**src/rtl/instruction_fetch_pkg.sv**
```systemverilog
// Shared fetch-stage types: the packet handed to decode
// and the fetch control states.
package instruction_fetch_pkg;

  typedef enum logic [1:0] {
    FS_RUN   = 2'd0,
    FS_DRAIN = 2'd1,
    FS_HALT  = 2'd2
  } fetch_state_e;

  typedef struct packed {
    logic [31:0] instruction;
    logic [31:0] address;
  } fetch_pkt_t;

  localparam int unsigned FETCH_PKT_W = $bits(fetch_pkt_t);

  function automatic logic word_aligned(
    input logic [31:0] a
  );
    return a[1:0] == 2'b00;
  endfunction

endpackage

```
**src/rtl/instruction_fetch_fifo.sv**
```systemverilog
// Synchronous prefetch FIFO with clear and
// same-cycle push/pop when full.
module fetch_fifo #(
  parameter int unsigned DEPTH = 2,
  parameter int unsigned WIDTH = 64
) (
  input  logic                       clock,
  input  logic                       nreset,
  input  logic                       clear_i,
  input  logic                       push_i,
  input  logic [WIDTH-1:0]           data_i,
  input  logic                       pop_i,
  output logic [WIDTH-1:0]           data_o,
  output logic [$clog2(DEPTH+1)-1:0] count_o
);

  localparam int unsigned AW = $clog2(DEPTH);
  localparam int unsigned CW = $clog2(DEPTH+1);

  logic [WIDTH-1:0] mem_q [DEPTH];
  logic [AW-1:0]    wr_q, wr_d;
  logic [AW-1:0]    rd_q, rd_d;
  logic [CW-1:0]    cnt_q, cnt_d;
  logic             empty, full;
  logic             do_push, do_pop;

  assign empty   = cnt_q == '0;
  assign full    = cnt_q == CW'(DEPTH);
  assign do_pop  = pop_i && !empty;
  // a full FIFO still takes a push when the head leaves
  assign do_push = push_i && (!full || do_pop);
  assign data_o  = mem_q[rd_q];
  assign count_o = cnt_q;

  always_comb begin
    wr_d  = wr_q;
    rd_d  = rd_q;
    cnt_d = cnt_q;
    if (clear_i) begin
      wr_d  = '0;
      rd_d  = '0;
      cnt_d = '0;
    end else begin
      if (do_push) wr_d = wr_q + 1'b1;
      if (do_pop)  rd_d = rd_q + 1'b1;
      cnt_d = cnt_q + CW'(do_push)
                    - CW'(do_pop);
    end
  end

  always_ff @(posedge clock or negedge nreset) begin
    if (!nreset) begin
      wr_q  <= '0;
      rd_q  <= '0;
      cnt_q <= '0;
    end else begin
      wr_q  <= wr_d;
      rd_q  <= rd_d;
      cnt_q <= cnt_d;
    end
  end

  always_ff @(posedge clock) begin
    if (do_push && !clear_i)
      mem_q[wr_q] <= data_i;
  end

endmodule

```
**src/rtl/instruction_fetch.sv**
```systemverilog
// RV32E fetch stage: PC, credit-limited word fetch,
// prefetch buffering and redirect draining.
module instruction_fetch
  import instruction_fetch_pkg::*;
#(
  parameter logic [31:0] RESET_VECTOR = 32'h0000_0000,
  parameter int unsigned DEPTH        = 2
) (
  input  logic        clock,
  input  logic        nreset,
  output logic        mem_req_valid,
  input  logic        mem_req_ready,
  output logic [31:0] mem_req_addr,
  input  logic        mem_resp_valid,
  input  logic [31:0] mem_resp_data,
  input  logic        mem_resp_error,
  output logic        out_valid,
  input  logic        out_ready,
  output logic [31:0] out_instruction,
  output logic [31:0] out_address,
  input  logic        redirect_valid,
  input  logic [31:0] redirect_target,
  output logic        fault
);

  localparam int unsigned AW = $clog2(DEPTH);
  localparam int unsigned CW = $clog2(DEPTH+1);

  fetch_state_e  state_q, state_d;
  logic [31:0]   pc_q, pc_d;
  logic [CW-1:0] outst_q, outst_d;
  logic [CW-1:0] discard_q, discard_d;

  logic [31:0]   aq_q [DEPTH];
  logic [AW-1:0] aq_wr_q, aq_rd_q;

  logic [CW-1:0] fifo_cnt;
  logic [CW:0]   used;
  logic          credit;
  logic          req_fire, resp, pop;
  logic          push, clear;
  fetch_pkt_t    push_pkt, head_pkt;

  assign resp     = mem_resp_valid
                 && (outst_q != '0);
  assign req_fire = mem_req_valid && mem_req_ready;
  assign pop      = out_valid && out_ready;

  // a head leaving this cycle frees its slot at once
  assign used   = {1'b0, outst_q}
                + {1'b0, fifo_cnt}
                - (CW+1)'(pop);
  assign credit = used < (CW+1)'(DEPTH);

  assign out_valid = (fifo_cnt != '0)
                  && (state_q != FS_HALT);
  assign mem_req_addr    = pc_q;
  assign out_instruction = head_pkt.instruction;
  assign out_address     = head_pkt.address;

  assign push_pkt.instruction = mem_resp_data;
  assign push_pkt.address     = aq_q[aq_rd_q];
  assign clear                = redirect_valid;

  fetch_fifo #(
    .DEPTH (DEPTH),
    .WIDTH (FETCH_PKT_W)
  ) u_fifo (
    .clock   (clock),
    .nreset  (nreset),
    .clear_i (clear),
    .push_i  (push),
    .data_i  (push_pkt),
    .pop_i   (pop),
    .data_o  (head_pkt),
    .count_o (fifo_cnt)
  );

  always_ff @(posedge clock or negedge nreset) begin
    if (!nreset) begin
      state_q   <= FS_RUN;
      pc_q      <= RESET_VECTOR;
      outst_q   <= '0;
      discard_q <= '0;
    end else begin
      state_q   <= state_d;
      pc_q      <= pc_d;
      outst_q   <= outst_d;
      discard_q <= discard_d;
    end
  end

  always_comb begin
    state_d   = state_q;
    pc_d      = pc_q;
    discard_d = discard_q;
    push      = 1'b0;
    outst_d   = outst_q + CW'(req_fire)
                        - CW'(resp);
    if (req_fire)
      pc_d = pc_q + 32'd4;
    if (redirect_valid) begin
      pc_d      = redirect_target;
      discard_d = outst_q - CW'(resp);
      if (!word_aligned(redirect_target))
        state_d = FS_HALT;
      else if (discard_d != '0)
        state_d = FS_DRAIN;
      else
        state_d = FS_RUN;
    end else begin
      unique case (state_q)
        FS_RUN: begin
          if (resp) begin
            if (mem_resp_error)
              state_d = FS_HALT;
            else
              push = 1'b1;
          end
        end
        FS_DRAIN: begin
          if (resp && discard_q != '0)
            discard_d = discard_q - 1'b1;
          if (discard_q == '0
              || (resp && discard_q == CW'(1)))
            state_d = FS_RUN;
        end
        FS_HALT: ;
        default: state_d = FS_RUN;
      endcase
    end
  end

  always_comb begin
    mem_req_valid = 1'b0;
    fault         = 1'b0;
    unique case (state_q)
      FS_RUN:
        mem_req_valid = nreset && credit
                     && !redirect_valid;
      FS_DRAIN: ;
      FS_HALT:
        fault = 1'b1;
      default: ;
    endcase
  end

  // request addresses travel alongside outstanding fetches
  always_ff @(posedge clock or negedge nreset) begin
    if (!nreset) begin
      aq_wr_q <= '0;
      aq_rd_q <= '0;
    end else begin
      if (req_fire) aq_wr_q <= aq_wr_q + 1'b1;
      if (resp)     aq_rd_q <= aq_rd_q + 1'b1;
    end
  end

  always_ff @(posedge clock) begin
    if (req_fire)
      aq_q[aq_wr_q] <= pc_q;
  end

endmodule

```
**config.mk**
```make
export PLATFORM = sky130hd
export DESIGN_NAME = instruction_fetch
export DESIGN_NICKNAME = d
export VERILOG_FILES = /design/src/rtl/instruction_fetch_pkg.sv /design/src/rtl/instruction_fetch_fifo.sv /design/src/rtl/instruction_fetch.sv
export SDC_FILE = /design/constraint.sdc
export NUM_CORES = 1
export LEC_CHECK = 0
export CORE_UTILIZATION = 49
export CTS_BUF_LIST = sky130_fd_sc_hd__clkbuf_8
export DETAILED_ROUTE_END_ITERATION = 16
export PLACE_DENSITY_LB_ADDON = 0.08
export SYNTH_ARGS = -nofsm -noshare
export SYNTH_HDL_FRONTEND = slang
export SYNTH_SLANG_ARGS = --single-unit
```
**constraint.sdc**
```tcl
create_clock -name clock -period 4.65 [get_ports clock]
set_input_delay 0.6975 -clock clock [delete_from_list [all_inputs] [get_ports clock]]
set_output_delay 0.6975 -clock clock [all_outputs]
set_load 0.02 [all_outputs]
```
==> Implementation_results.wiki <==
{| class="wikitable"
! Metric !! Value
|-
| Die Area || between 20000 and 25000 µm²
|-
| Maximum ir drop on the vdd rail || 281 µV
|-
| Number of buffers added by the clock tree synthesis step || 38
|-
| Final weighted congestion of routability-driven global placement || between 0.8 and 0.9
|-
| Area added between synthesis and finish || 28.5%
|-
| Slew at the pin with the worst max-slew slack || around 0.96 ns
|-
| Commonest non-fill, non-tap cells in the layout || 192 x edfxtp_1, 167 x clkdlybuf4s50_1, 98 x mux2_2
|-
| # hold bufs at CTS || 0
|-
| Clock latency on the worst-skew pair || 0.52 ns
|-
| WHS || about 0.26 ns
|-
| Clock tree sinks || between 200 and 250
|-
| Post-Synthesis Net Count || roughly 700
|-
| Worst min-delay path category || in2async
|-
| Number of synthesized flops with an enable pin || between 150 and 200
|-
| Vias in the first global route || roughly 6000
|-
| Crit path required time || 3.95 ns
|-
| Instance count after placement with tap cells included || a little over 1000
|-
| Height of the die || around 140 µm
|-
| Leakage power of the design || 4.28 nW
|-
| Hold Vio Cnt, Final || 0
|-
| Synthesized area || 9550 µm²
|-
| Async set-or-reset flop fraction in the synthesized netlist || a little under a fifth
|-
| DPL Wire Length || about 13000 µm
|-
| Initial Util || approximately 51%
|-
| Layout cells sized above 1 || between 10% and 20%
|-
| Unrepaired setup endpoints after global routing || no
|-
| Final instance count without filler cells || about 1100
|-
| Power density normalized to cell area || just over 400 nW/µm²
|-
| CTS resizes || 0
|-
| Number of levels the H-tree was split into || 2
|-
| Buffers added on ports || approximately 170
|-
| Cell at the root of the clock tree || clkbuf_8
|-
| Crit share post-route || 86.5%
|-
| Initial antenna violation count || 0
|-
| Most common cell after layout, fill and taps aside || edfxtp_1
|-
| Total Nets Final || just under 900
|-
| Maximum Capacitance Violations || 0
|-
| Number of cells on the worst reg-to-reg path || 11
|-
| Kind of end point of the critical path || primary output
|-
| Minimum period implied by the final worst setup slack || 4.02 ns
|-
| Core footprint || 18900 µm²
|-
| Top-level I/O count || 170
|-
| Clock-pin slew of the registers on the worst-case setup and hold paths || around 0.060 ns
|-
| Count of distinct cell types in the synthesized netlist || 44
|-
| Warnings from Yosys || 0
|-
| Clock Tree Buf Depth || 3
|-
| Synthesized instance count || approximately 600
|-
| Vias per cell || about 5.4
|-
| Top flip-flop cell by instance count after synthesis || edfxtp_1
|-
| Sequential share of the synthesized area || a little under three quarters
|-
| Status || finished clean
|-
| Worst clock skew || 0.0236 ns
|-
| Avg Synthesized Cell Area || around 16 µm²
|-
| Count of nets left with antenna violations after detail routing || 0
|-
| Number of slew-limit violations in the final report || 0
|-
| CTS tree || built
|-
| Placement Rows || 50
|-
| Maximum number of pins on one net before global-route repair || 65
|-
| Total vias in the final route || 5807
|-
| # Post-CTS Setup Buffers || 0
|-
| Iteration-0 DRC count of the detailed router || about 390
|-
| Global Route Usage Sum || between 20% and 30%
|-
| Final count of negative-setup-slack endpoints || 0
|-
| Timing-limited maximum frequency || between 0.2 and 0.25 GHz
|-
| WP data arrival || about 3.3 ns
|-
| Number of DRC violations after detailed routing || 0
|-
| Routed WL per cell || about 18 µm
|-
| Worst max-slew margin expressed relative to the limit || 36.1%
|-
| Number of inserted diodes || 0
|-
| First-pass detailed-route iteration total || 5
|-
| Final global-route overflow total || 0
|-
| Critical path fanouts, max || 6
|-
| Global-route wire length before repair || 30900 µm
|-
| Synthesized flop and latch total || 236
|-
| Detailed-route wire length || approximately 20000 µm
|-
| Element type at the critical path start || flip-flop
|-
| Crit path kind || reg2out
|-
| Die Span X || 142 µm
|-
| Total negative slack || 0 ns
|}
worst max-delay path, stage by stage (launching register included):
cell and delay (ns):
dfrtp_1 0.44, nor2b_1 0.17, a21oi_1 0.19, and2_1 0.16
ha_1 0.22, nand2b_1 0.15, fa_1 0.48, nand2_1 0.11
nor3_1 0.25, clkdlybuf4s50_1 0.64
layer usage:
metal / part of all wire [%] / routed length [µm] / global-route usage, %
met5: 0 / 0 / 0
met2: 49 / 9740 / 33.8
met1: 42 / 8240 / 25.1
met4: 2.5 / 493 / 7.92
met3: 7.0 / 1380 / 5.16
where the power goes:
part           switching [mW]  internal, mW
registers               0.122          2.45
logic                   0.422         0.424
clock network           0.760         0.886
kinds of logic (layout without fill, tap and decap cells):
group                    after synthesis  in the layout  share of synthesized area, %
AO/OA/AOI/OAI                         60             60                          4.22
XOR/XNOR                              11             11                          1.01
adder cells (fa/ha/maj)               11             11                          1.52
buffers and inverters                 38            258                          1.51
flip-flops                           236            236                          71.9
multiplexers                         103            103                          12.1
AND/OR/NAND/NOR                      144            144                          7.81
synth_stat cells (2+ instances only):
cell	count	share of area, %
a21oi_1	7	0.37
a221o_1	4	0.42
a22oi_1	4	0.31
a31oi_1	3	0.20
a32oi_1	2	0.18
and2_1	4	0.26
buf_1	2	0.079
clkbuf_1	20	0.79
dfrtp_1	44	12
edfxtp_1	192	60
ha_1	10	1.3
inv_1	14	0.55
mux2_2	98	12
mux2i_1	5	0.52
nand2_1	36	1.4
nand2b_1	6	0.39
nand3_1	23	1.2
nand3b_1	5	0.39
nand4_1	17	1.1
nor2_1	25	0.98
nor2b_1	7	0.46
nor3_1	4	0.21
nor4_1	4	0.26
o211ai_1	8	0.63
o21ai_0	20	1.0
o311ai_0	4	0.37
o31a_1	2	0.18
or3_1	8	0.52
xnor2_1	10	0.92
area by class of cell:
class | count | area, µm²
fillers | 1402 | 6620
flip-flops and latches | 236 | 6870
clock buffers | 39 | 537
clock inverters | 25 | 156
multi-input cells | 329 | 2560
repair buffers | 179 | 1770
well taps | 260 | 325
inverters | 15 | 56.3
state kept, by name, indices dropped and copies added, names as in the netlist:
name / cells
u_fifo.wr_q: 1
mem_req_addr: 32
aq_wr_q: 1
discard_q: 2
aq_q: 64
aq_rd_q: 1
u_fifo.mem_q: 128
outst_q: 2
state_q: 2
u_fifo.count_o: 2
u_fifo.rd_q: 1
stage by stage:
step           util [%]  cell area, µm²  setup WS, ns  power [mW]
2_1_floorplan         -            9560         0.136        3.11
3_3_place_gp       61.3           11600         0.857        3.44
3_5_place_dp       61.3           11600         0.842        3.47
4_1_cts            65.0           12300         0.595        5.13
5_1_grt            65.0           12300         0.408        5.28
6_report           65.0           12300         0.627        5.07
path summary, 6_finish.rpt:
kind,start,slack (ns),to
max,state_q[1],0.63,mem_req_valid
min,nreset,0.26,u_fifo.wr_q
max reg2reg,state_q[1],1.17,aq_q[1][1]
min reg2reg,mem_req_addr[1],0.52,aq_q[1][1]
max in group asynchronous,nreset,3.97,u_fifo.rd_q
min in group clock,mem_req_addr[1],0.52,aq_q[1][1]
Power figures use the tool's default switching activity.
